<file path="src/rtl/solver_pkg.sv">
// rtl/solver_pkg.sv - shared encodings and header layout for the solver job dispatcher
package solver_pkg;

    localparam int TAG_BITS     = 8;
    localparam int ITER_BITS    = 16;
    localparam int HDR_TAG_LSB  = 0;
    localparam int HDR_ITER_LSB = 8;
    localparam int HDR_NL_LSB   = 24;

    typedef enum logic [2:0] {
        ST_HDR,
        ST_LD_RE,
        ST_LD_IM,
        ST_ARM,
        ST_RUN,
        ST_DONE
    } state_e;

    // A zero iteration limit would leave the solver with nothing to do; run it once instead.
    function automatic logic [ITER_BITS-1:0] coerce_iter(input logic [ITER_BITS-1:0] v);
        return (v == '0) ? ITER_BITS'(1) : v;
    endfunction

endpackage

</file>
<file path="src/rtl/solver_result_buf.sv">
// rtl/solver_result_buf.sv - one-entry valid/ready holding register for a tagged solver result
module solver_result_buf
    import solver_pkg::*;
(
    input  logic                 clk_i,
    input  logic                 rst_i,
    input  logic                 load_valid_i,
    output logic                 load_ready_o,
    input  logic [TAG_BITS-1:0]  load_tag_i,
    input  logic [ITER_BITS-1:0] load_count_i,
    output logic                 res_valid_o,
    input  logic                 res_ready_i,
    output logic [TAG_BITS-1:0]  res_tag_o,
    output logic [ITER_BITS-1:0] res_count_o
);

    logic                 valid_q, valid_d;
    logic [TAG_BITS-1:0]  tag_q, tag_d;
    logic [ITER_BITS-1:0] count_q, count_d;

    always_comb begin
        valid_d      = valid_q;
        tag_d        = tag_q;
        count_d      = count_q;
        load_ready_o = !valid_q || res_ready_i;
        if (load_valid_i && load_ready_o) begin
            valid_d = 1'b1;
            tag_d   = load_tag_i;
            count_d = load_count_i;
        end else if (res_ready_i) begin
            valid_d = 1'b0;
        end
    end

    always_ff @(posedge clk_i) begin
        if (rst_i) begin
            valid_q <= 1'b0;
            tag_q   <= '0;
            count_q <= '0;
        end else begin
            valid_q <= valid_d;
            tag_q   <= tag_d;
            count_q <= count_d;
        end
    end

    assign res_valid_o = valid_q;
    assign res_tag_o   = tag_q;
    assign res_count_o = count_q;

endmodule

</file>
<file path="src/rtl/solver_dispatch.sv">
// rtl/solver_dispatch.sv - loads host job words into solver_control, starts it and returns tagged results
module solver_dispatch
    import solver_pkg::*;
#(
    parameter int LIMB_INDEX_BITS = 6,
    parameter int LIMB_BITS       = 32
) (
    input  logic                       clock,
    input  logic                       reset,
    input  logic                       in_valid,
    output logic                       in_ready,
    input  logic [LIMB_BITS-1:0]       in_data,
    output logic                       wr_real_en,
    output logic                       wr_imag_en,
    output logic [LIMB_INDEX_BITS-1:0] wr_ind,
    output logic [LIMB_BITS-1:0]       c_wr_data,
    output logic                       wr_num_limbs_en,
    output logic [LIMB_INDEX_BITS-1:0] num_limbs_data,
    output logic                       wr_iter_lim_en,
    output logic [ITER_BITS-1:0]       iter_lim_data,
    output logic                       start,
    input  logic                       out_ready,
    input  logic [ITER_BITS-1:0]       iteration_count,
    output logic                       res_valid,
    input  logic                       res_ready,
    output logic [TAG_BITS-1:0]        res_tag,
    output logic [ITER_BITS-1:0]       res_count,
    output logic                       busy
);

    state_e                     state_q, state_d;
    logic [TAG_BITS-1:0]        tag_q, tag_d;
    logic [LIMB_INDEX_BITS-1:0] nl_q, nl_d;
    logic [LIMB_INDEX_BITS-1:0] cnt_q, cnt_d;
    logic                       run_first_q, run_first_d;
    logic                       wr_real_q, wr_real_d;
    logic                       wr_imag_q, wr_imag_d;
    logic [LIMB_INDEX_BITS-1:0] wr_ind_q, wr_ind_d;
    logic [LIMB_BITS-1:0]       c_data_q, c_data_d;
    logic                       wr_nl_q, wr_nl_d;
    logic [LIMB_INDEX_BITS-1:0] nl_data_q, nl_data_d;
    logic                       wr_iter_q, wr_iter_d;
    logic [ITER_BITS-1:0]       iter_data_q, iter_data_d;
    logic                       start_q, start_d;
    logic                       accept;
    logic                       buf_load;
    logic                       buf_load_ready;

    assign in_ready = (state_q == ST_HDR) || (state_q == ST_LD_RE) || (state_q == ST_LD_IM);
    assign accept   = in_valid && in_ready;

    always_comb begin
        state_d     = state_q;
        tag_d       = tag_q;
        nl_d        = nl_q;
        cnt_d       = cnt_q;
        run_first_d = 1'b0;
        wr_real_d   = 1'b0;
        wr_imag_d   = 1'b0;
        wr_ind_d    = wr_ind_q;
        c_data_d    = c_data_q;
        wr_nl_d     = 1'b0;
        nl_data_d   = nl_data_q;
        wr_iter_d   = 1'b0;
        iter_data_d = iter_data_q;
        start_d     = 1'b0;
        buf_load    = 1'b0;
        case (state_q)
            ST_HDR: begin
                if (accept) begin
                    tag_d       = in_data[HDR_TAG_LSB +: TAG_BITS];
                    nl_d        = in_data[HDR_NL_LSB +: LIMB_INDEX_BITS];
                    wr_nl_d     = 1'b1;
                    nl_data_d   = in_data[HDR_NL_LSB +: LIMB_INDEX_BITS];
                    wr_iter_d   = 1'b1;
                    iter_data_d = coerce_iter(in_data[HDR_ITER_LSB +: ITER_BITS]);
                    cnt_d       = '0;
                    state_d     = ST_LD_RE;
                end
            end
            ST_LD_RE, ST_LD_IM: begin
                if (accept) begin
                    wr_real_d = (state_q == ST_LD_RE);
                    wr_imag_d = (state_q == ST_LD_IM);
                    wr_ind_d  = cnt_q;
                    c_data_d  = in_data;
                    // Equality test lets num_limbs = 2^N-1 finish without the counter wrapping first.
                    if (cnt_q == nl_q) begin
                        cnt_d   = '0;
                        state_d = (state_q == ST_LD_RE) ? ST_LD_IM : ST_ARM;
                    end else begin
                        cnt_d = cnt_q + 1'b1;
                    end
                end
            end
            ST_ARM: begin
                if (!res_valid) begin
                    start_d     = 1'b1;
                    run_first_d = 1'b1;
                    state_d     = ST_RUN;
                end
            end
            ST_RUN: begin
                // out_ready may still be high from the previous solve during the start cycle.
                if (!run_first_q && out_ready) begin
                    state_d = ST_DONE;
                end
            end
            ST_DONE: begin
                buf_load = 1'b1;
                if (buf_load_ready) begin
                    state_d = ST_HDR;
                end
            end
            default: state_d = ST_HDR;
        endcase
    end

    always_ff @(posedge clock) begin
        if (reset) begin
            state_q     <= ST_HDR;
            tag_q       <= '0;
            nl_q        <= '0;
            cnt_q       <= '0;
            run_first_q <= 1'b0;
            wr_real_q   <= 1'b0;
            wr_imag_q   <= 1'b0;
            wr_ind_q    <= '0;
            c_data_q    <= '0;
            wr_nl_q     <= 1'b0;
            nl_data_q   <= '0;
            wr_iter_q   <= 1'b0;
            iter_data_q <= '0;
            start_q     <= 1'b0;
        end else begin
            state_q     <= state_d;
            tag_q       <= tag_d;
            nl_q        <= nl_d;
            cnt_q       <= cnt_d;
            run_first_q <= run_first_d;
            wr_real_q   <= wr_real_d;
            wr_imag_q   <= wr_imag_d;
            wr_ind_q    <= wr_ind_d;
            c_data_q    <= c_data_d;
            wr_nl_q     <= wr_nl_d;
            nl_data_q   <= nl_data_d;
            wr_iter_q   <= wr_iter_d;
            iter_data_q <= iter_data_d;
            start_q     <= start_d;
        end
    end

    solver_result_buf u_result_buf (
        .clk_i        (clock),
        .rst_i        (reset),
        .load_valid_i (buf_load),
        .load_ready_o (buf_load_ready),
        .load_tag_i   (tag_q),
        .load_count_i (iteration_count),
        .res_valid_o  (res_valid),
        .res_ready_i  (res_ready),
        .res_tag_o    (res_tag),
        .res_count_o  (res_count)
    );

    assign wr_real_en      = wr_real_q;
    assign wr_imag_en      = wr_imag_q;
    assign wr_ind          = wr_ind_q;
    assign c_wr_data       = c_data_q;
    assign wr_num_limbs_en = wr_nl_q;
    assign num_limbs_data  = nl_data_q;
    assign wr_iter_lim_en  = wr_iter_q;
    assign iter_lim_data   = iter_data_q;
    assign start           = start_q;
    assign busy            = (state_q != ST_HDR) || res_valid;

endmodule

</file>
<file path="config.mk">
export PLATFORM = sky130hd
export DESIGN_NAME = solver_dispatch
export DESIGN_NICKNAME = d
export VERILOG_FILES = /design/src/rtl/solver_pkg.sv /design/src/rtl/solver_result_buf.sv /design/src/rtl/solver_dispatch.sv
export SDC_FILE = /design/constraint.sdc
export NUM_CORES = 1
export LEC_CHECK = 0
export CORE_ASPECT_RATIO = 0.6
export CORE_MARGIN = 3
export CORE_UTILIZATION = 30
export DETAILED_ROUTE_END_ITERATION = 8
export GPL_ROUTABILITY_DRIVEN = 0
export PLACE_DENSITY_LB_ADDON = 0.15
export SETUP_SLACK_MARGIN = 0.5
export SYNTH_ARGS = -nofsm -noshare
export SYNTH_HDL_FRONTEND = slang
export SYNTH_SLANG_ARGS = --single-unit
</file>
<file path="constraint.sdc">
create_clock -name clock -period 2.11 [get_ports clock]
set_input_delay 0.633 -clock clock [delete_from_list [all_inputs] [get_ports clock]]
set_output_delay 0.633 -clock clock [all_outputs]
set_load 0.005 [all_outputs]
</file>
==> results by group, run 1 <==
Outcome
  • Outcome: finished clean

Floorplan
  • Die Ht: 94.7 um
  • Ports: 145
  • Die Area: 14,600 um^2
  • Die width: 154 um
  • Row count: 31
  • Starting density of the core: 31.6%
  • Core ar.: 12,500 um^2

Timing
  • Fin. max-slew vios: 0
  • Crit path time final: 1.83 ns
  • Setup violations, final: 0
  • Final Hold Fails: 0
  • Slew of the pin with the lowest slew margin: 0.520 ns
  • Unrepaired setup endpoints after global routing: true
  • Final worst path period share: 86.8%
  • Setup_tns: 0 ns
  • Final clock skew: 0.00846 ns
  • Slew margin rel.: 65.3%
  • F_max: 546 MHz

Setup path
  • Critical path startpoint category: flip-flop
  • Reg2reg setup slack: 0.28 ns
  • Critical path fanouts, max: 4
  • CP endpoint kind: flip-flop
  • Crit Path Class: flip-flop to flip-flop
  • WP data required: 2.38 ns
  • Worst path arrival time: 2.10 ns

Layout
  • Synth-to-Final Area Change: 69.5%
  • Post-layout util: 53.6%
  • Nets: 731
  • Filler cells: 1,159
  • Inserted Diodes: 0
  • Final Non-Filler Cells: 847
  • Layout cells sized above 1: 24.9%

Place
  • PortBufs: 144
  • # placed instances: 799
  • DPL Wire Length: 8.40 mm

Global routing
  • Largest net degree at the start of global routing: 47
  • Vias in the first global route: 3,833
  • Global-route wire length before repair: 20.4 mm
  • Global-route usage over all layers: 17.6%
  • Initial antenna violation count: 1
  • Grt ovf: 0

Routing
  • Drt first pass iters: 4
  • Via count: 4,078
  • Post-DR wirelength/cell: 16.3 um
  • DRC violations left: 0
  • 1st-iter DRT viols: 212
  • Vias per cell: 4.81
  • Routed WL: 13.8 mm
  • Post-route ant nets: 0

Synthesis
  • Leading post-synthesis cells by cell area: dfxtp_1 (54%), nand2_1 (18%), a21oi_1 (13%)
  • Sequential element share of the synthesized area: 53.9%
  • Cells after Synth: 505
  • Syn nets: 559
  • Number of synthesized register bits: 106
  • Synthesized area per cell: 7.79 um^2
  • Synth cell count leaders: nand2_1 (194), dfxtp_1 (106), a21oi_1 (100)
  • Yosys cell types: 31
  • YS warnings: 0
  • Yosys top cell area share: 53.9%
  • Post-synth top flop: dfxtp_1
  • Cell Area, Synth: 3940 um^2
  • Post-synth EDFFs: 0
  • Async S/R FF share, synth: 0%
  • Count leader, synth: nand2_1
  • Synth area leader: dfxtp_1

Run
  • Max_cap viols: 0

CTS
  • Clk Latency, worst-skew pair: 0.35 ns
  • TritonCTS buffer count: 9
  • CTS Sinks: 106
  • Clock-pin slew on the worst setup and hold paths: 0.07 ns
  • Root buf cell: clkbuf_16
  • H-tree depth: 3
  • Max Root-Sink Buffers: 2
  • CTS tree: done

Power
  • Peak VDD IR: 0.422 mV
  • Pwr/cell area: 780 nW/um^2
  • Leak: 2.78 nW

Min path
  • Hold/Removal Path Class: flip-flop to flip-flop
-- layout by cell type (no fill, tap or decap), drive strengths merged, types with 4 or more instances in the layout --
| cell | netlist | final |
|---|---|---|
| nand2 | 194 | 194 |
| dfxtp | 106 | 106 |
| a21oi | 100 | 100 |
| dlygate4sd2 | 0 | 68 |
| buf | 14 | 55 |
| clkdlybuf4s50 | 0 | 43 |
| clkbuf | 27 | 27 |
| clkdlybuf4s15 | 0 | 16 |
| nor2 | 10 | 10 |
| nand3 | 9 | 9 |
| a31oi | 6 | 6 |
| nand2b | 5 | 5 |
| nor4 | 5 | 5 |
| xor2 | 4 | 4 |
| nor3 | 4 | 4 |
-- flip-flops by register name, summed over array words and instances (netlist names) --
name,flops
c_wr_data,32
cnt_q,6
iter_lim_data,16
num_limbs_data,6
start,1
state_q,3
tag_q,8
u_result_buf.res_count_o,16
u_result_buf.res_tag_o,8
u_result_buf.res_valid_o,1
wr_imag_en,1
wr_ind,6
wr_iter_lim_en,1
wr_real_en,1
-- metrics by stage --
step	cell area, um^2	setup WS, ns	hold WS, ns	total power, mW
finish	6670	0.279	0.452	5.20
global route	6670	0.261	0.467	5.43
CTS	6300	0.273	0.453	5.09
detailed placement	5710	-0.140	0.446	3.11
global placement	5710	-0.0687	0.441	3.10
floorplan	3980	0.419	0.432	2.62
-- metal layers --
layer | GRT usage [%] | wire length [um] | share of wire [%]
met1 | 23.9 | 6600 | 48
met2 | 26.2 | 5930 | 43
met3 | 7.01 | 1130 | 8.2
met4 | 4.34 | 140 | 1.0
met5 | 0 | 13 | 0.094
-- final cells by class --
| type | instances | area (um^2) | area share [%] |
|---|---|---|---|
| clock inverters | 6 | 95.1 | 1.42 |
| clock buffers | 10 | 239 | 3.58 |
| multi-input cells | 358 | 1930 | 28.9 |
| well taps | 165 | 206 | 3.09 |
| repair buffers | 202 | 2020 | 30.3 |
| flip-flops and latches | 106 | 2180 | 32.6 |
-- critical path, cell delays in order (launching register included) --
cell       delay [ns]
dfxtp_4          0.37
buf_6            0.12
buf_8            0.11
or3b_4           0.37
o2bb2ai_4        0.14
or4_1            0.50
a21oi_1          0.15
-- path summary, 6_finish.rpt --
check / startpoint / depth (start not counted) / endpoint
worst min-delay path: u_result_buf.res_count_o[7] / 2 / u_result_buf.res_count_o[7]
worst max register to register: state_q[0] / 6 / state_q[1]
worst min register to register: u_result_buf.res_count_o[7] / 2 / u_result_buf.res_count_o[7]
worst max-delay path: state_q[0] / 6 / state_q[1]
-- cells by family after synthesis --
group / after synthesis / synth area share [%]
buf+inv: 41 / 4.32
simple gates: 237 / 24.7
fa+ha+maj: 1 / 0.318
compound gates: 113 / 15.2
flops: 106 / 53.9
xor+xnor: 7 / 1.56
-- power by group --
part	switching [mW]	internal (mW)	leakage, nW	total, mW
registers	0.0789	2.12	0.878	2.20
logic	0.542	0.588	1.74	1.13
clock network	0.786	1.09	0.164	1.87
total	1.41	3.80	2.78	5.20
-- timing repair --
action,in CTS,in global routing
buffers inserted,14,8
gates cloned,4,6
resized for setup,166,93
pin swaps,15,15
setup endpoints to repair,185,128
hold buffers,0,0
Power figures use the tool's default switching activity.
==> run 2, diff against run 1 <==
--- a/config.mk
+++ b/config.mk
@@ -10,6 +10,7 @@
 export CORE_UTILIZATION = 30
 export DETAILED_ROUTE_END_ITERATION = 8
 export GPL_ROUTABILITY_DRIVEN = 0
+export GPL_TIMING_DRIVEN = 0
 export PLACE_DENSITY_LB_ADDON = 0.15
 export SETUP_SLACK_MARGIN = 0.5
 export SYNTH_ARGS = -nofsm -noshare
==> run 2 against run 1 <==
Die area stayed put. Flip-flop and latch count did not move. Clock skew barely moved. Via count is 0.39% higher. Setup slack worse by 0.014 ns. Global-route usage up 0.93 points. Utilization is 1.3 points lower. Register-to-register slack improved by 0.03 ns. Critical path type is now flip-flop to primary output. Critical endpoint is now busy. Largest cell class unchanged.
==> results by group, run 2 (same netlist as run 1, synthesis figures left out) <==
Routing
  • Met1 WL: 6.33 mm (-4.1%)
  • Drt first pass iters: 5 (+1)
  • Met2 wire len: 6.13 mm (+3.5%)
  • Routed WL: 13.8 mm (-0.33%)
  • Max layer used: met5
  • Post-route ant nets: 0 (unchanged)
  • Detail Route met3 WL: 1.21 mm (+7.5%)
  • Vias per cell: 4.75 (-1.2%)
  • Via count: 4,094 (+0.39%)
  • 1st-iter DRT viols: 160 (-25%)
  • Post-DR wirelength/cell: 16.0 um (-1.9%)
  • DRC violations left: 0 (unchanged)

Timing
  • Worst Setup Slack, final: 0.265 ns (-0.0143 ns)
  • Slew margin rel.: 52.2% (-13 points)
  • Slew of the pin with the lowest slew margin: 0.717 ns (+0.197 ns)
  • F_max: 542 MHz (-0.77%)
  • Unrepaired setup endpoints after global routing: true
  • Final worst path period share: 87.4% (+0.68 points)
  • Setup violations, final: 0 (unchanged)
  • Crit path time final: 1.84 ns (+0.0143 ns)
  • Fin. max-slew vios: 0 (unchanged)
  • Final clock skew: 0.00814 ns (-0.000315 ns)
  • Final Hold Fails: 0 (unchanged)

Global routing
  • Initial antenna violation count: 1 (unchanged)
  • Grt ovf: 0 (unchanged)
  • Largest net degree at the start of global routing: 17 (-64%)
  • Global-route wire length before repair: 21.4 mm (+4.7%)
  • Vias in the first global route: 4,118 (+7.4%)
  • Global-route usage over all layers: 18.5% (+0.93 points)

CTS
  • Max Root-Sink Buffers: 2 (unchanged)
  • Clk Latency, worst-skew pair: 0.34 ns (about the same)
  • CTS Sinks: 106 (unchanged)
  • TritonCTS buffer count: 9 (unchanged)
  • CTS tree: done
  • H-tree depth: 3 (unchanged)
  • Root buf cell: clkbuf_16
  • Clock-pin slew on the worst setup and hold paths: 0.07 ns (about the same)
  • Cts hold-fix bufs: 0 (unchanged)

Floorplan
  • Die Ht: 94.7 um (unchanged)
  • Die Area: 14,600 um^2 (unchanged)
  • Row count: 31 (unchanged)
  • Starting density of the core: 31.6% (unchanged)
  • Ports: 145 (unchanged)
  • Die width: 154 um (unchanged)
  • Core ar.: 12,500 um^2 (unchanged)

Setup path
  • Critical path startpoint category: flip-flop
  • Worst flop-to-flop path endpoint: state_q[0]
  • Crit. Startpoint: state_q[2]
  • Critical Path Max Stage Delay: 0.35 ns (-0.15 ns)
  • Critical path's top delay family: flip-flops
  • Bufs and invs on worst path: 2 (unchanged)
  • CP cell instances: clkbuf_8 -> nor2_2 -> nand2_1 -> buf_2
  • Reg2reg setup slack: 0.31 ns (+0.03 ns)
  • R2r worst-path depth: 7 (+1)
  • Slowest CP cell: dfxtp_2
  • WP data required: 1.48 ns (-0.90 ns)
  • FF-to-FF Start: cnt_q[3]
  • CP endpoint kind: primary output
  • Crit Path Class: flip-flop to primary output
  • Worst path arrival time: 1.21 ns (-0.89 ns)
  • Critical path fanouts, max: 10 (+6)

Place
  • DPL Wire Length: 9.49 mm (+13%)
  • PortBufs: 143 (-0.69%)
  • Pre-CTS WS: -0.384 ns (-0.245 ns)

Layout
  • Synth-to-Final Area Change: 65.5%
  • Post-layout util: 52.3% (-1.3 points)
  • Commonest non-fill, non-tap cell in the layout: nand2_1
  • Nets: 746 (+2.1%)
  • Inserted Diodes: 0 (unchanged)
  • Number of flip-flops in the largest register: 32 (unchanged)
  • Layout cells sized above 1: 23.1% (-1.8 points)
  • Most frequent cells in the layout: nand2_1 (193), a21oi_1 (91), dfxtp_1 (73)

Min path
  • Hold/Removal Path Class: flip-flop to flip-flop
  • Worst Hold End: u_result_buf.res_count_o[9]
  • Worst hold start: u_result_buf.res_count_o[9]
  • Hold path depth: 2 (unchanged)

Power
  • Pwr/cell area: 727 nW/um^2 (-6.7%)
  • Leak: 2.68 nW (-3.9%)
  • Peak VDD IR: 0.439 mV (+4.1%)
  • Power Total: 4.74 mW (-8.9%)

Run
  • Max_cap viols: 0 (unchanged)

Outcome
  • Outcome: finished clean
run 2: cell types whose count changed in the layout (fill, tap and decap cells not counted), moves of 4 or more:
cell	previous run	this run
nand3_2	2	6
clkbuf_4	0	5
buf_2	1	7
buf_12	6	1
nand3_1	7	2
clkbuf_16	14	10
a21oi_1	82	91
clkbuf_8	1	6
buf_6	14	8
a21oi_2	18	7
clkbuf_1	0	9
clkinvlp_4	0	4
run 2: stage by stage:
stage                     std cells  TNS, ns  hold WS [ns]  instance area (um^2)
after floorplan                 505        0         0.432                  3980
after global placement          813   -17.65         0.442                  5620
after detailed placement        813   -21.03         0.447                  5620
after CTS                       849        0         0.454                  6350
after global routing            861        0         0.471                  6520
final                           861        0         0.453                  6520
run 2: metal layers:
metal  track usage (%)  vias to the layer above
met5                 0                        -
li1                  -                     2030
met1              24.4                     1923
met3              6.96                       10
met4              3.31                        2
met2              29.5                      129
run 2: worst max path at each step:
stage,endpoint,slack (ns),depth (start not counted)
2_1_floorplan,state_q[1],0.42,4
3_3_place_gp,num_limbs_data[5],-0.35,6
3_5_place_dp,iter_lim_data[0],-0.38,5
4_1_cts,busy,0.26,5
5_1_grt,busy,0.20,4
6_report,busy,0.27,4
run 2: worst register-to-register path, cell delays in order (launching register included):
cell and delay [ns]:
dfxtp_2 0.32, buf_6 0.13, xor2_4 0.15, nor4_4 0.35, a311oi_2 0.18, buf_4 0.17
a2111o_1 0.30, a21oi_2 0.13
run 2: area by class of cell:
cell class              instances  area, um^2
fillers                      1191        5930
flip-flops and latches        106        2180
multi-input cells             358        1910
repair buffers                176        1580
clock buffers                  11         233
plain buffers                  41         379
well taps                     165         206
clock inverters                 4        30.0
run 2: power breakdown:
part	switching (mW)	leakage, nW	internal, mW
sequential	0.0696	0.879	2.12
combinational	0.516	1.68	0.511
clock	0.728	0.114	0.796
total	1.31	2.68	3.43
run 2: what timing repair did:
action / 4_1_cts / 5_1_grt
endpoints found under the setup margin: 191 / 122
gates cloned: 4 / 0
buffers inserted: 17 / 12
resized for setup: 243 / 58
pin swaps: 24 / 14
==> edit 1: new RTL, flow settings as in run 1 <==
The parameter `LIMB_INDEX_BITS` goes from 6 to 5.
--- a/src/rtl/solver_dispatch.sv
+++ b/src/rtl/solver_dispatch.sv
@@ -4,3 +4,3 @@
 #(
-    parameter int LIMB_INDEX_BITS = 6,
+    parameter int LIMB_INDEX_BITS = 5,
     parameter int LIMB_BITS       = 32
Ports: changed (resized num_limbs_data and wr_ind); port bits go from 145 to 143. The function was not compared with the original's and may differ.
==> edit 1 against run 1 <==
Cell area down 4.4%. Combinational power down 38%. Area after synthesis decreased by 0.57%. Sequential share of layout area is 0.32 points higher. Worst setup slack gained 180 ps. Sequential cell count decreased by 3. Critical path depth decreased by 3. Power decreased by 16%. Wire length shrank 7.9%. First-iteration DRC count decreased by 21%. Synthesized cell count shrank 3.4%. Highest routed layer is now met4.
==> edit 1: results (changes against run 1) <==
Buffering overhead: 0.2953 (was 0.3031)
Count of multi-input gates: 350 (was 358)
Starting DRT DRC Count: 168 (was 212)
Multi-input gate share of total cell area: 0.2971 (was 0.2895)
Post-DP HPWL: 8.587 mm (was 8.402 mm)
Highest cell delay on the worst timing path: 370 ps (was 500 ps)
Pre-CTS WS: -45.31 ps (was -139.6 ps)
Largest net degree at the start of global routing: 46 (was 47)
Total power draw: 4.348 mW (was 5.203 mW)
Clock skew: 7.388 ps (was 8.456 ps)
Port bufs: 142 (was 144)
Distinct cell type count after synthesis: 40 (was 31)
Clock buffers: 9 (was 10)
Slowest-stage cell, CP: dfxtp_4 (was or4_1)
Fin nets: 706 (was 731)
Relative slew slack: 0.7247 (was 0.6533)
First-pass GRT wire length: 18.93 mm (was 20.42 mm)
Final Cycle Share: 0.7818 (was 0.8676)
Finish-stage setup viols: 0 (unchanged)
R2r worst-path depth: 8 (was 6)
Synth Area in Compound Gates: 0.1544 (was 0.1516)
Worst hold margin: 453.9 ps (was 452.3 ps)
FF+latch count, synth: 103 (was 106)
Sink of the worst hold path: u_result_buf.res_count_o[11] (was u_result_buf.res_count_o[7])
Cell count after synthesis: 488 (was 505)
Gr usage total: 0.1645 (was 0.1756)
Placed inst area: 0.005617 mm^2 (was 0.005705 mm^2)
Combinational Power Share: 0.161 (was 0.217)
Layout cells sized above 1: 0.2283 (was 0.2493)
Fin util: 0.5141 (was 0.5360)
Worst Path Arrival: 1020 ps (was 2100 ps)
Seq. cell area: 0.002103 mm^2 (was 0.002178 mm^2)
CTS root buffer: clkbuf_16 (unchanged)
Largest cells by area after synthesis: dfxtp_1 53%, nand2_1 18%, a21oi_1 13% (was dfxtp_1 54%, nand2_1 18%, a21oi_1 13%)
Nonclk inv count: 2 (was 0)
Crit path to: busy (was state_q[1])
Wire per inst: 15.47 um (was 16.30 um)
Total number of vias: 3909 (was 4078)
WL final: 12.72 mm (was 13.81 mm)
Syn Nets: 542 (was 559)
Delay-heaviest family, CP: flip-flops (was simple AND/OR/NAND/NOR gates)
Flop2flop setup slack: 510 ps (was 280 ps)
Antenna violations before repair: 0 (was 1)
Sequential area share after synthesis: 0.5269 (was 0.5391)
Max VDD drop: 0.3764 mV (was 0.4216 mV)
Synth top cells by count: 189 x nand2_1, 103 x dfxtp_1, 98 x a21oi_1 (was 194 x nand2_1, 106 x dfxtp_1, 100 x a21oi_1)
Clk pwr share: 0.364 (was 0.360)
Fill cell count: 1175 (was 1159)
Nonclk buf count: 186 (was 202)
Reg-to-reg endpoint: c_wr_data[10] (was state_q[1])
Fraction of the mapped netlist area in adder cells: 0.003197 (was 0.003179)
Clk cell area share: 0.04451 (was 0.05006)
Max reg flops: 32 (unchanged)
Placed Cells incl. Taps: 787 (was 799)
Die area: 0.01450 mm^2 (was 0.01458 mm^2)
Worst r2r src: state_q[2] (was state_q[0])
Hold Path Origin: u_result_buf.res_count_o[11] (was u_result_buf.res_count_o[7])
Outcome: complete, no violations (unchanged)
-- edit 1: cell count changes after synthesis, sizes merged, moves of 4 or more --
cell	run 1	this run
a31oi	6	2
clkbuf	27	11
xor2	4	0
nand3	9	4
nand2	194	190
buf	14	22
-- edit 1: worst register-to-register path, cell delays in order (launching register included) --
cell	delay, ps
dfxtp_4	380
buf_6	140
and2b_2	240
nand2_4	80
nor2_4	220
buf_6	160
buf_12	140
nand2_4	50
a21oi_2	130
-- edit 1: metal layers --
| metal | vias up | part of all wire | track usage |
|---|---|---|---|
| li1 | 1932 | - | - |
| met1 | 1849 | 0.48 | 0.2211 |
| met2 | 126 | 0.43 | 0.2438 |
| met3 | 2 | 0.085 | 0.07601 |
| met4 | 0 | 0.0018 | 0.03453 |
| met5 | - | 0 | 0 |
-- edit 1: what timing repair did --
item,CTS,global route
pin swaps,5,23
cloned,2,4
endpoints found under the setup margin,160,121
gates resized for setup,129,107
buffers inserted,6,7
==> edit 2: new RTL, settings of run 1 <==
Without the edit above. Put a register stage on the output `res_count`, cleared by the reset. The value now appears one clock later. The other outputs are not delayed to match.
--- a/src/rtl/solver_dispatch.sv
+++ b/src/rtl/solver_dispatch.sv
@@ -29,2 +29,4 @@
 );
+
+    logic [ITER_BITS-1:0] res_count_d;
 
@@ -162,3 +164,3 @@
         .res_tag_o    (res_tag),
-        .res_count_o  (res_count)
+        .res_count_o  (res_count_d)
     );
@@ -176,2 +178,10 @@
 
+    always_ff @(posedge clock) begin
+        if (reset) begin
+            res_count <= '0;
+        end else begin
+            res_count <= res_count_d;
+        end
+    end
+
 endmodule
Behaviour: not the same (a bounded check fails within 10 cycles, from zero or initial values and one cycle with reset high).
==> edit 2 against run 1 <==
Via count rose by 7.1%. Worst setup slack got worse by 1.2 ps. Area after synthesis rose by 11%. Synthesized cell count rose by 6.7%. Power rose by 28%. Wire length rose by 12%. Cell area rose by 17%. Count of clock-buffer cells in the layout rose by 9. Sequential cell count rose by 16. Largest cell class unchanged.
==> edit 2: results (changes against run 1) <==
CTS root buffer: clkbuf_16 (unchanged)
Cell count after synthesis: 539 (was 505)
R2r worst-path depth: 5 (was 6)
Fill cell count: 1280 (was 1159)
Fraction of the mapped netlist area in adder cells: 0.002867 (was 0.003179)
Worst Path Arrival: 1200 ps (was 2100 ps)
Highest cell delay on the worst timing path: 350 ps (was 500 ps)
Starting DRT DRC Count: 258 (was 212)
CP max FO: 2 (was 4)
Syn Nets: 593 (was 559)
Clock skew: 8.394 ps (was 8.456 ps)
Max Fclk: 545.9 MHz (was 546.3 MHz)
Placed Cells incl. Taps: 861 (was 799)
Reg-to-reg endpoint: state_q[1] (unchanged)
Port bufs: 144 (unchanged)
Largest net degree at the start of global routing: 57 (was 47)
Worst slew pin tran: 471.6 ps (was 520.0 ps)
Post-DP HPWL: 8.927 mm (was 8.402 mm)
First-pass GRT wire length: 22.74 mm (was 20.42 mm)
Vias per inst: 4.673 (was 4.815)
Sequential area share after synthesis: 0.5596 (was 0.5391)
XOR/XNOR share of the synthesized area: 0.01405 (was 0.01558)
Synth top cells by count: 194 x nand2_1, 122 x dfxtp_1, 100 x a21oi_1 (was 194 x nand2_1, 106 x dfxtp_1, 100 x a21oi_1)
Fin nets: 784 (was 731)
Slowest-stage cell, CP: dfxtp_4 (was or4_1)
Gr usage total: 0.1800 (was 0.1756)
Crit path to: busy (was state_q[1])
Max H-tree Level: 4 (was 3)
Worst r2r src: cnt_q[0] (was state_q[0])
Vias in the first global route: 4351 (was 3833)
Finish-stage setup viols: 0 (unchanged)
Delay-heaviest family, CP: flip-flops (was simple AND/OR/NAND/NOR gates)
Yosys warns: 0 (unchanged)
TritonCTS Buffers: 17 (was 9)
Wire per inst: 16.49 um (was 16.30 um)
Min-Delay Path Depth: 2 (unchanged)
Sink of the worst hold path: u_result_buf.res_count_o[12] (was u_result_buf.res_count_o[7])
Hold Path Origin: u_result_buf.res_count_o[12] (was u_result_buf.res_count_o[7])
Pre-CTS WS: -147.5 ps (was -139.6 ps)
Ant diodes: 0 (unchanged)
Antenna violations before repair: 0 (was 1)
Synth Area in Compound Gates: 0.1368 (was 0.1516)
Max VDD drop: 0.4908 mV (was 0.4216 mV)
LEAKAGE: 3.074 nW (was 2.783 nW)
Largest cells by area after synthesis: dfxtp_1 56%, nand2_1 17%, a21oi_1 11% (was dfxtp_1 54%, nand2_1 18%, a21oi_1 13%)
Non-Filler Instances: 935 (was 847)
Layout cells sized above 1: 0.4145 (was 0.2493)
Distinct cell type count after synthesis: 31 (unchanged)
Outcome: complete, no violations (unchanged)
Crit path launch: u_result_buf.res_valid_o (was state_q[0])
Clock latency on the worst-skew pair: 400 ps (was 350 ps)
edit 2: cell count changes in the layout (fill, tap and decap cells not counted), sizes merged, moves of 2 or more:
| cell | run 1 | this run |
|---|---|---|
| clkbuf | 27 | 47 |
| buf | 55 | 84 |
| dlymetal6s2s | 2 | 0 |
| dfxtp | 106 | 122 |
| clkdlybuf4s15 | 16 | 49 |
| clkinvlp | 0 | 2 |
| clkdlybuf4s50 | 43 | 45 |
| dlygate4sd2 | 68 | 9 |
| clkinv | 2 | 8 |
| nor2b | 1 | 17 |
edit 2: timing repair:
item | in CTS | in global routing
pin swaps | 13 | 65
buffers inserted | 23 | 8
gates cloned | 6 | 5
resized for setup | 294 | 191
endpoints found under the setup margin | 170 | 139
edit 2: cell type report:
cell class | count | area share
flip-flops and latches | 122 | 0.3206
multi-input cells | 374 | 0.2977
clock buffers | 19 | 0.05529
repair buffers | 215 | 0.2795
clock inverters | 13 | 0.01630
well taps | 192 | 0.03068
edit 2: metrics by stage:
stage / hold slack, ps / TNS [ps] / area [um^2]
after floorplan: 431.8 / 0 / 4410
after global placement: 437.9 / -845.8 / 6195
after detailed placement: 443.4 / -3506 / 6195
after CTS: 451.1 / 0 / 7301
after global routing: 472.0 / 0 / 7830
final: 451.5 / 0 / 7830
edit 2: layer usage:
metal	vias to the layer above	part of all wire	GRT usage
li1	2160	-	-
met1	2056	0.47	0.2321
met2	132	0.45	0.2811
met3	21	0.070	0.06617
met4	0	0.017	0.06094
met5	-	0	0
edit 2: where the power goes:
group / total, mW / switching [mW] / internal, mW
combinational: 1.37 / 0.661 / 0.711
clock: 2.78 / 1.06 / 1.73
sequential: 2.52 / 0.0883 / 2.43
total: 6.68 / 1.81 / 4.87
